File: config.mk
export PLATFORM = sky130hd
export DESIGN_NAME = decoder_rr_arbiter_4
export DESIGN_NICKNAME = d
export VERILOG_FILES = /design/src/rtl/decoder_rr_arbiter_4.sv
export SDC_FILE = /design/constraint.sdc
export NUM_CORES = 1
export LEC_CHECK = 0
export ABC_AREA = 1
export ABC_CLOCK_PERIOD_IN_PS = 1900
export BUFFER_PORTS_ARGS = -buffer_cell sky130_fd_sc_hd__buf_2
export CAP_MARGIN = 5
export CORE_MARGIN = 5
export CORE_UTILIZATION = 55
export DETAILED_ROUTE_END_ITERATION = 8
export HOLD_SLACK_MARGIN = 0.08
export PLACE_DENSITY_LB_ADDON = 0.3
export REMOVE_ABC_BUFFERS = 1
export SYNTH_ARGS = -nofsm -noshare
export SYNTH_HDL_FRONTEND = slang
export SYNTH_SLANG_ARGS = --single-unit
File: constraint.sdc
create_clock -name clk -period 1.9 [get_ports clk]
set_input_delay 0.095 -clock clk [delete_from_list [all_inputs] [get_ports clk]]
set_output_delay 0.095 -clock clk [all_outputs]
set_load 0.02 [all_outputs]
File: src/rtl/decoder_rr_arbiter_4.sv
// ---------------------------------------------------------------------------
// decoder_rr_arbiter_4
//   Round-robin arbiter that shares one 4-way active-low select decoder among
//   four requesters. The registered winner index drives the decoder select
//   (sel). A matching one-cold active-low grant vector (grant_n) gives
//   downstream logic decoder-style enables.
//   Each grant lasts at most MAX_HOLD cycles. Between grants there is a fixed
//   dead time of GAP cycles plus one arbitration cycle.
//
// Parameters
//   MAX_HOLD : max cycles a grant is held before a forced revoke (>=1)
//   GAP      : idle cycles with all grants released between grants (>=1)
//
// Ports
//   clk     in   1  system clock, rising edge
//   rst     in   1  asynchronous active-high reset
//   req     in   4  level request per agent, bit i = agent i
//   sel     out  2  index of the current/last winner (decoder select)
//   grant_n out  4  one-cold active-low grant, 4'b1111 = no grant
//   busy    out  1  high while a grant is asserted
//   timeout out  1  one-cycle pulse on a forced revoke at MAX_HOLD
// ---------------------------------------------------------------------------
module decoder_rr_arbiter_4 #(
  parameter int MAX_HOLD = 16,
  parameter int GAP      = 1
) (
  input  logic       clk,
  input  logic       rst,
  input  logic [3:0] req,
  output logic [1:0] sel,
  output logic [3:0] grant_n,
  output logic       busy,
  output logic       timeout
);

  localparam int HW = $clog2(MAX_HOLD + 1);
  localparam int GW = $clog2(GAP + 1);

  typedef enum logic [1:0] {
    S_IDLE  = 2'd0,
    S_GRANT = 2'd1,
    S_GAP   = 2'd2
  } state_t;

  state_t          r_state;
  logic [1:0]      r_sel;
  logic [1:0]      r_last;
  logic [3:0]      r_grant_n;
  logic            r_busy;
  logic            r_timeout;
  logic [HW-1:0]   r_hold_cnt;
  logic [GW-1:0]   r_gap_cnt;

  logic [1:0]      w_winner;
  logic [1:0]      w_idx;
  logic            w_any_req;
  logic            w_owner_req;
  logic            w_hold_max;
  logic            w_gap_done;

  assign w_any_req   = |req;
  assign w_owner_req = req[r_sel];
  assign w_hold_max  = (r_hold_cnt == HW'(MAX_HOLD));
  assign w_gap_done  = (r_gap_cnt == GW'(GAP));

  // Rotating priority search: scan from last+4 down to last+1 so the final
  // assignment is the requester closest after the previous winner.
  always_comb begin
    w_winner = r_last;
    w_idx    = r_last;
    for (int k = 4; k >= 1; k--) begin
      w_idx = r_last + 2'(k);
      if (req[w_idx]) begin
        w_winner = w_idx;
      end
    end
  end

  always_ff @(posedge clk or posedge rst) begin
    if (rst) begin
      r_state    <= S_IDLE;
      r_sel      <= 2'd0;
      r_last     <= 2'd3;
      r_grant_n  <= 4'b1111;
      r_busy     <= 1'b0;
      r_timeout  <= 1'b0;
      r_hold_cnt <= '0;
      r_gap_cnt  <= '0;
    end else begin
      r_timeout <= 1'b0;
      case (r_state)
        S_IDLE: begin
          if (w_any_req) begin
            r_state    <= S_GRANT;
            r_sel      <= w_winner;
            r_last     <= w_winner;
            r_grant_n  <= ~(4'b0001 << w_winner);
            r_busy     <= 1'b1;
            r_hold_cnt <= HW'(1);
          end
        end
        S_GRANT: begin
          // A release on the MAX_HOLD cycle wins over the forced revoke,
          // so timeout only fires when the owner still wants the bus.
          if (!w_owner_req || w_hold_max) begin
            r_state   <= S_GAP;
            r_grant_n <= 4'b1111;
            r_busy    <= 1'b0;
            r_gap_cnt <= GW'(1);
            r_timeout <= w_owner_req;
          end else begin
            r_hold_cnt <= r_hold_cnt + HW'(1);
          end
        end
        S_GAP: begin
          if (w_gap_done) begin
            r_state <= S_IDLE;
          end else begin
            r_gap_cnt <= r_gap_cnt + GW'(1);
          end
        end
        default: begin
          r_state   <= S_IDLE;
          r_grant_n <= 4'b1111;
          r_busy    <= 1'b0;
        end
      endcase
    end
  end

  assign sel     = r_sel;
  assign grant_n = r_grant_n;
  assign busy    = r_busy;
  assign timeout = r_timeout;

endmodule
# --- Yosys cells after proc, flatten, opt, wreduce, memory -nomap -nowiden ---
# Cells that the tools add are included.
classes:
  shifts: 1
  reduce_logical: 11
  addsub: 5
  mux: 29
  eq_ne: 7
  bitwise_logic: 2
  n_lt_le_gt_ge: 4
op_table:
  columns: ["op", "n"]
  rows:
  - ["$lt A2 B3 Y1 const B", 4]
  - ["$mux W2", 6]
  - ["$pmux W4 S3", 1]
  - ["$mux W1", 10]
  - ["$mux W5", 2]
  - ["$pmux W5 S2", 1]
  - ["$reduce_and A3 Y1", 3]
  - ["$bmux W1 S2", 4]
  - ["$mux W4", 2]
  - ["$ne A2 B2 Y1 const B", 4]
  - ["$pmux W2 S3", 1]
  - ["$add A5 B1 Y5 const B", 1]
  - ["$eq A5 B5 Y1 const B", 1]
  - ["$add A2 B2 Y2 const B", 2]
  - ["$not A4 Y4", 1]
  - ["$reduce_and A2 Y1", 2]
  - ["$reduce_bool A2 Y1", 2]
  - ["$reduce_or A4 Y1", 1]
  - ["$shl A1 B2 Y4 const A", 1]
  - ["$pmux W1 S3", 1]
  - ["$add A2 B1 Y2 const B", 1]
  - ["$eq A2 B1 Y1 const B", 1]
  - ["$eq A2 B2 Y1 const B", 1]
  - ["$logic_not A2 Y1", 1]
  - ["other kinds (5)", 5]
word_totals:
  input_bits: 6
  output_inout_bits: 8
  elab_cells: 67
  ff_bits: 18

# --- Depth between registers and ports, before layout ---
# Gate-level depths: netlist of the first run.
depth:
  ltp_word: 10
  ltp_mapped: 12
  depth_no_buf: 11

# --- Worst setup path before layout of the first run ---
# No wires, ideal clock.
synth_timing:
  kind: "register to register"
  from: "reg r_last[0]"
  to: "reg r_grant_n[3] (netlist: grant_n[3])"
  setup_time_ps: 76
  slack_ps: 466
  path_stages_with_launch: 10
  arrival_ps: 1358
  n_path_buf: 1
  required_ps: 1824
  period_less_slack_ps: 1434
  path_cell_list: "dfstp_2 > buf_6 > nand2_1 > a21oi_1 > nor2_2 > nor2b_4 > nor2_2 > nor2_2 > nor2_1 > nor2_1"
synth_via:
  elab_chain_cells: 10
  elab_cells_between_ends: 16
  cone_classes: "add/sub: 3; shift: 1; mux: 11; bitwise: 1"
synth_rtl:
  columns: ["element", "line", "text"]
  rows:
  - ["from (decl)", "47", "logic [1:0] r_last;"]
  - ["from (signal assigned)", "96", "r_last <= w_winner;"]
  - ["$add A2 B2 Y2", "72", "w_idx = r_last + 2'(k);"]
  - ["$bmux W1 S2", "73", "if (req[w_idx]) begin"]
  - ["$mux W1 (not written as such)", "73", null]
  - ["$mux W2 (2 in a row)", "73", null]
  - ["$mux W2 (*)", "73", null]
  - ["$shl A1 B2 Y4 (*)", "97", "r_grant_n <= ~(4'b0001 << w_winner);"]
  - ["$not A4 Y4 (*)", "97", null]
  - ["$mux W4 (*)", "93", "if (w_any_req) begin"]
  - ["$pmux W4 S3 (*)", "91", "case (r_state)"]
  - ["to (signal assigned)", "97", null]
  - ["to (decl)", "48", "logic [3:0] r_grant_n;"]
# Mark *: on every way between the ends. The rest lies on a longest branch, timed or not. The select of a mux whose other input is x is not followed.
# A chain may end at the register's enable or synchronous reset.

# --- Worst setup path in the final report of the first run ---
layout_timing:
  from: "reg r_hold_cnt[0]"
  to: "reg r_grant_n[1] (netlist: grant_n[1])"
layout_via:
  elab_chain_cells: 4
layout_rtl:
  columns: ["element", "line", "text"]
  rows:
  - ["from (decl)", "51", "logic [HW-1:0] r_hold_cnt;"]
  - ["from (signal assigned)", "112", "r_hold_cnt <= r_hold_cnt + HW'(1);"]
  - ["$eq A5 B5 Y1", "63", "assign w_hold_max = (r_hold_cnt == HW'(MAX_HOLD));"]
  - ["$logic_or A1 B1 Y1", "105", "if (!w_owner_req || w_hold_max) begin"]
  - ["$ne A2 B2 Y1 (no source line)", null, null]
  - ["$reduce_and A3 Y1 (no source line)", null, null]
# No other way between the ends.

==> flow_summary_export.csv, run 1 <==
group,metric,value,unit
sta,slew_violations,0,
flow_run,drv_cap,0,
layout,drive_above_1_share,0.245,
synth,synth.distinct_cells,24,
synth,async_flop_share,1.00,
sta,fmax,598,MHz
clock_tree,clock_sinks,18,
drt,drt_pass1_iterations,4,
synth,synth_cells,138,
sta,setup_viol,0,
setup_path,cp_cell_sequence,"inv_1 -> ha_1 -> nand2_1 -> nor3_1 -> inv_1 -> nand4_1 -> inv_1 -> nor2_1 -> nor2_1 -> a21oi_2",
setup_path,crit_top_cell,"inv_1",
setup_path,cp.arrival,1.92,ns
synth,synth.ff_latch_count,18,
layout,antenna_cells,0,
power,vdd_drop_max,1050,uV
synth,synth_adder_area_share,0.0238,
layout,nNetsFinal,164,
sta,final.setup.tns,0,ns
die,core_area,1760,um^2
drt,avgRoutedWirePerCell,12.0,um
synth,yosysWarningCount,0,
setup_path,cpPeakStageDelay,0.42,ns
clock_tree,clock-root-buffer,"clkbuf_4",
synth,synth_compound_area_frac,0.0809,
die,dieArea,2890,um^2
min_path,hold_path.class,"primary input to register",
clock_tree,cts_max_path_buffers,2,
die,io_pins,14,
sta,finalCritPeriodShare,0.881,
synth,yosysSeqAreaShare,0.435,
synth,synth_top_family_by_area,"simple AND/OR/NAND/NOR gates",
grt,antenna_found_initial,0,
place,io_buffer_count,13,
grt,grt_overflow_total,0,
synth,yosys.area_share.simple,0.360,
grt,grtUsageMet3,0.0249,
setup_path,r2r_cells,10,
setup_path,crit_path_top_delay_cell,"dfrtp_1",
power,leakagePower,0.000600,uW
layout,fin_util,0.665,
setup_path,worstPathRequired,2.14,ns
clock_tree,cts_buffers,3,
synth,syn_area,1050,um^2
drt,drt_iter0_drc,33,
grt,grt_max_degree,19,
clock_tree,clk_pin_slew_worst_paths,0.11,ns
setup_path,cp.depth,10,
die,rows,15,
synth,synthFlopType,"dfrtp_1",
layout,final_common_cell,"nand2_1",
sta,tightest_slew,0.654,ns
clock_tree,cts_resized,0,
drt,vias_per_cell,5.17,
setup_path,end_kind,"register",
min_path,whs_path_depth,5,
drt,drc,0,
synth,synth_edf_count,0,
die,die_x,53.7,um
die,initial_utilization,0.596,
grt,grt_pass1_vias,879,
setup_path,cp_top_family,"simple AND/OR/NAND/NOR gates",
clock_tree,cts_tree,"done",
synth,synth_xor_area_frac,0.0166,
sta,fin_worst_skew,0.00738,ns
drt,finalWirelength,2150,um
clock_tree,htreeDepth,1,
run_status,status,"finished, final reports clean",
power,p_per_area,1770,nW/um^2
sta,finalHoldViolations,0,
die,die_y,53.7,um
grt,gr-usage-met1,0.219,
sta,slew_headroom,0.563,
sta,rsz0062_at_grt,"false",
setup_path,crit_type,"register to register",
layout,area_growth,11.5,%
place,gp_congestion,0.819,
setup_path,worst-path-buf-inv,3,
grt,busiest_layer,"met2",
sta,layout_min_cycle_time,1.67,ns
drt,antenna_left,0,
place,dp_hpwl,1680,um
layout,layout_common_cells,"nand2_1, nor2_1, inv_1, nand3_1, buf_2",
grt,grt_use_met2,0.308,
setup_path,worstPathMaxFanout,4,
grt,grt.total_usage,0.177,
synth,synth.area.mux_share,0,
setup_path,startpoint_type,"register",
drt,vias,930,
synth,avgSynthCellArea,7.63,um^2
grt,grt_pass1_wl,3700,um
clock_tree,clkLatencyLatePin,0.30,ns
## per-stage QoR
step / instances / total power, uW / cell area [um^2] / hold WS (ns) / worst slack, ns
5_1_grt: 180 / 2270 / 1170 / 0.281 / 0.0432
3_3_place_gp: 175 / 1810 / 1140 / 0.203 / 0.324
3_5_place_dp: 175 / 1870 / 1140 / 0.215 / 0.257
2_1_floorplan: 137 / 1600 / 1040 / 0.0292 / 0.448
4_1_cts: 180 / 2080 / 1170 / 0.203 / 0.226
6_report: 180 / 2080 / 1170 / 0.209 / 0.226
## worst paths after layout
path,from,to,slack (ns)
hold / removal,req[1],timeout,0.21
min in group asynchronous,rst,busy,0.41
setup / recovery,r_hold_cnt[0],grant_n[1],0.23
hold reg to reg,r_gap_cnt,r_gap_cnt,0.49
setup reg to reg,r_hold_cnt[0],grant_n[1],0.23
max in group asynchronous,rst,sel[1],1.06
## cells by family (layout without fill, tap and decap cells)
kind of cell | after synthesis | count (layout)
adders and majority gates | 2 | 2
xor gates and xnor gates | 2 | 2
buffers and inverters | 19 | 36
and+or+nand+nor | 82 | 82
DFF | 18 | 18
AOI/OAI and AO/OA | 15 | 15
## tightest hold or removal path, delay by kind of cell
family	cells	cell delay (ns)
and+or+nand+nor	4	0.25
buffers and inverters	1	0.12
## layer usage
metal  wire length (um)  vias up
li1                   -      469
met1                922      413
met2               1030       43
met3                162        5
met4                 37        0
met5                  0        -
## power by group
group          leakage [uW]  switching (uW)  internal, uW
clock network     0.0000150             123          81.9
logic              0.000374             796           400
registers          0.000210             138           543
total              0.000600            1060          1020
## state kept, by name (all words and copies together), names as in the netlist
signal and cells:
r_hold_cnt 5, grant_n 4, r_last 2, r_state 2, sel 2, busy 1, r_gap_cnt 1, timeout 1
## cell usage after synthesis (2+ instances only)
| cell type | n | share of area |
|---|---|---|
| a21oi_1 | 7 | 0.033 |
| a21oi_2 | 2 | 0.017 |
| dfrtp_1 | 12 | 0.29 |
| dfstp_2 | 6 | 0.15 |
| ha_1 | 2 | 0.024 |
| inv_1 | 15 | 0.054 |
| nand2_1 | 35 | 0.12 |
| nand2_2 | 5 | 0.030 |
| nand3_1 | 15 | 0.071 |
| nor2_1 | 18 | 0.064 |
| nor2_2 | 3 | 0.018 |
| nor2_4 | 2 | 0.021 |
| o21ai_0 | 3 | 0.014 |
| o21ai_1 | 2 | 0.0095 |
| xor2_1 | 2 | 0.017 |
## final cells by class
class                   count  area [um^2]
clock buffers               4         26.3
fillers                   157          591
inverters                  18         76.3
multi-input cells         101          507
flip-flops and latches     18          458
well taps                  25         31.3
repair buffers             14         75.1
## timing repair
item,in CTS,in global routing
setup buffers,0,0
hold endpoints to repair,12,0
hold buffers,1,0
Power figures use the tool's default switching activity.
==> inputs of run 2 (changes only) <==
ABC_AREA = default   (was 1)
CORE_UTILIZATION = 54   (was 55)
==> run 2 against run 1 <==
  * Non-clock buffer count increased by 2
  * Clock power rose by 18%
  * First-iteration DRC count fell by 27%
  * Highest routed layer unchanged
==> flow_summary_export.csv, run 2 <==
group,metric,value,unit
run_status,status,"finished, final reports clean",
setup_path,cp_cell_sequence,"mux4_2 -> and2_4 -> nor2b_4 -> a31o_1",
setup_path,startpoint_type,"register",
setup_path,cp.arrival,1.83,ns
synth,yosysWarningCount,0,
layout,area_growth,13.1,%
sta,layout_min_cycle_time,1.63,ns
layout,final_common_cell,"nor2_1",
synth,synth_top_family_by_area,"simple AND/OR/NAND/NOR gates",
layout,top_register,"r_hold_cnt",
die,die_x,52.5,um
power,total_power,1730,uW
layout,largest_register_ffs,5,
drt,wl_met2,831,um
min_path,min-delay-start,"req[2]",
die,rows,15,
sta,slew_headroom,0.510,
die,dieArea,2760,um^2
synth,synth.top_cells.by_count,"nor2_1, dfrtp_1, a21oi_1",
setup_path,crit_type,"register to register",
drt,dr_wl_met3,53,um
place,dp_hpwl,1390,um
flow_run,drv_cap,0,
setup_path,worstPathRequired,2.10,ns
synth,synthFlopType,"dfrtp_1",
synth,yosys.area_share.simple,0.223,
min_path,hold_path.class,"primary input to register",
sta,setup_viol,0,
place,io_buffer_count,13,
clock_tree,cts_buffers,3,
clock_tree,cts_resized,0,
power,clkPwrFrac,0.140,
synth,avgSynthCellArea,10.1,um^2
drt,drt_pass1_iterations,4,
clock_tree,clock_sinks,18,
synth,synth_top_area_share,0.308,
setup_path,end_kind,"register",
setup_path,reg2reg_from,"sel[1]",
layout,layout_common_cells,"nor2_1, buf_2, dfrtp_1",
drt,vias,779,
drt,avgRoutedWirePerCell,13.4,um
clock_tree,cts_max_path_buffers,2,
layout,antenna_cells,0,
drt,drc,0,
synth,synth_cells,97,
power,leakagePower,0.000482,uW
synth,syn_area,976,um^2
clock_tree,clk_pin_slew_worst_paths,0.11,ns
sta,finalCritPeriodShare,0.855,
clock_tree,htreeDepth,1,
setup_path,cp_top_family,"multiplexers",
setup_path,worstPathMaxFanout,7,
synth,synth.distinct_cells,37,
sta,tightest_slew,0.730,ns
sta,slew_violations,0,
power,p_switching,713,uW
power,p_per_area,1570,nW/um^2
sta,hold_ws,0.157,ns
synth,synth.ff_latch_count,18,
power,p_comb_frac,0.476,
sta,fin_worst_skew,0.00224,ns
synth,synth_area_leaders,"dfrtp_1, dfstp_2, nor2_1",
layout,drive_above_1_share,0.283,
power,vdd_drop_max,873,uV
drt,met1_length,916,um
clock_tree,cts_tree,"done",
sta,rsz0062_at_grt,"false",
synth,synth_edf_count,0,
sta,fmax,615,MHz
grt,antenna_found_initial,0,
grt,grt_pass1_vias,698,
grt,grt_pass1_wl,3090,um
layout,final_cells,138,
drt,antenna_left,0,
place,gp_congestion,0.830,
grt,grt.total_usage,0.157,
sta,finalHoldViolations,0,
setup_path,startpoint,"sel[1]",
power,intPower,1020,uW
power,swShare,0.412,
grt,grt_overflow_total,0,
drt,vias_per_cell,5.64,
die,io_pins,14,
die,core_area,1730,um^2
die,die_y,52.5,um
synth,synth_xor_area_frac,0.0179,
drt,drt_iter0_drc,24,
synth,synth.largest_area_cell,"dfrtp_1",
power,power_frac_seq,0.385,
place,placedCellCount,133,
synth,synth.area.mux_share,0.0333,
clock_tree,clkLatencyLatePin,0.30,ns
drt,finalWirelength,1850,um
synth,async_flop_share,1.00,
layout,nNetsFinal,122,
grt,grt_max_degree,19,
clock_tree,clock-root-buffer,"clkbuf_4",
setup_path,crit_path_top_delay_cell,"mux4_2",
synth,yosysSeqAreaShare,0.469,
synth,yosysMostFrequentCell,"nor2_1",
setup_path,worst-path-buf-inv,0,
synth,synth_compound_area_frac,0.177,
drt,top_layer_used,"met4",
sta,final.setup.tns,0,ns
die,initial_utilization,0.565,
setup_path,cpPeakStageDelay,0.59,ns
synth,synth_adder_area_share,0.0256,
[run 2: kinds of logic (layout without fill, tap and decap cells)]
kind of cell    Yosys count  in the layout
simple gates             38             38
compound gates           25             25
flops                    18             18
buf+inv                  10             26
fa+ha+maj                 2              2
xor+xnor                  2              2
mux                       2              2
[run 2: worst min-delay path, delay by kind of cell]
kind	cells	cell delay, ns
AOI/OAI and AO/OA	2	0.23
buffers and inverters	1	0.14
[run 2: area by class of cell]
| class | count | area (um^2) |
|---|---|---|
| fill | 151 | 623 |
| multi-input combinational | 69 | 465 |
| sequential | 18 | 458 |
| timing repair buffer | 16 | 90.1 |
| clock buffer | 4 | 36.3 |
| tap | 25 | 31.3 |
| inverter | 6 | 22.5 |
[run 2: worst paths after layout]
check	slack, ns	to	cells after the start
setup / recovery	0.27	r_hold_cnt[1]	4
hold / removal	0.16	grant_n[2]	3
setup reg to reg	0.27	r_hold_cnt[1]	4
hold reg to reg	0.46	r_state[1]	1
max in group asynchronous	1.06	r_hold_cnt[1]	3
min in group asynchronous	0.42	r_gap_cnt	3
[run 2: power by group through the flow]
| stage | logic (uW) | registers, uW | clock network, uW |
|---|---|---|---|
| after floorplan | 527 | 740 | 0 |
| final | 824 | 666 | 242 |
| after global placement | 807 | 666 | 0 |
| after detailed placement | 823 | 671 | 0 |
| after CTS | 832 | 664 | 250 |
| after global routing | 911 | 688 | 268 |
[run 2: per-stage QoR]
stage	util	area (um^2)	worst slack, ns
3_3_place_gp	0.612	1060	0.290
2_1_floorplan	-	946	0.216
3_5_place_dp	0.612	1060	0.290
5_1_grt	0.639	1100	0.197
6_report	0.639	1100	0.275
4_1_cts	0.639	1100	0.263
[run 2: metal layers]
layer / vias to the layer above / track usage
li1: 381 / -
met1: 378 / 0.210
met2: 15 / 0.225
met3: 5 / 0.0342
met4: 0 / 0.102
met5: - / 0
[run 2: what timing repair did]
item | in CTS | in global routing
setup buffers | 0 | 0
hold buffers | 1 | 0
endpoints found under the hold margin | 12 | 0
endpoints found under the setup margin | 0 | 0
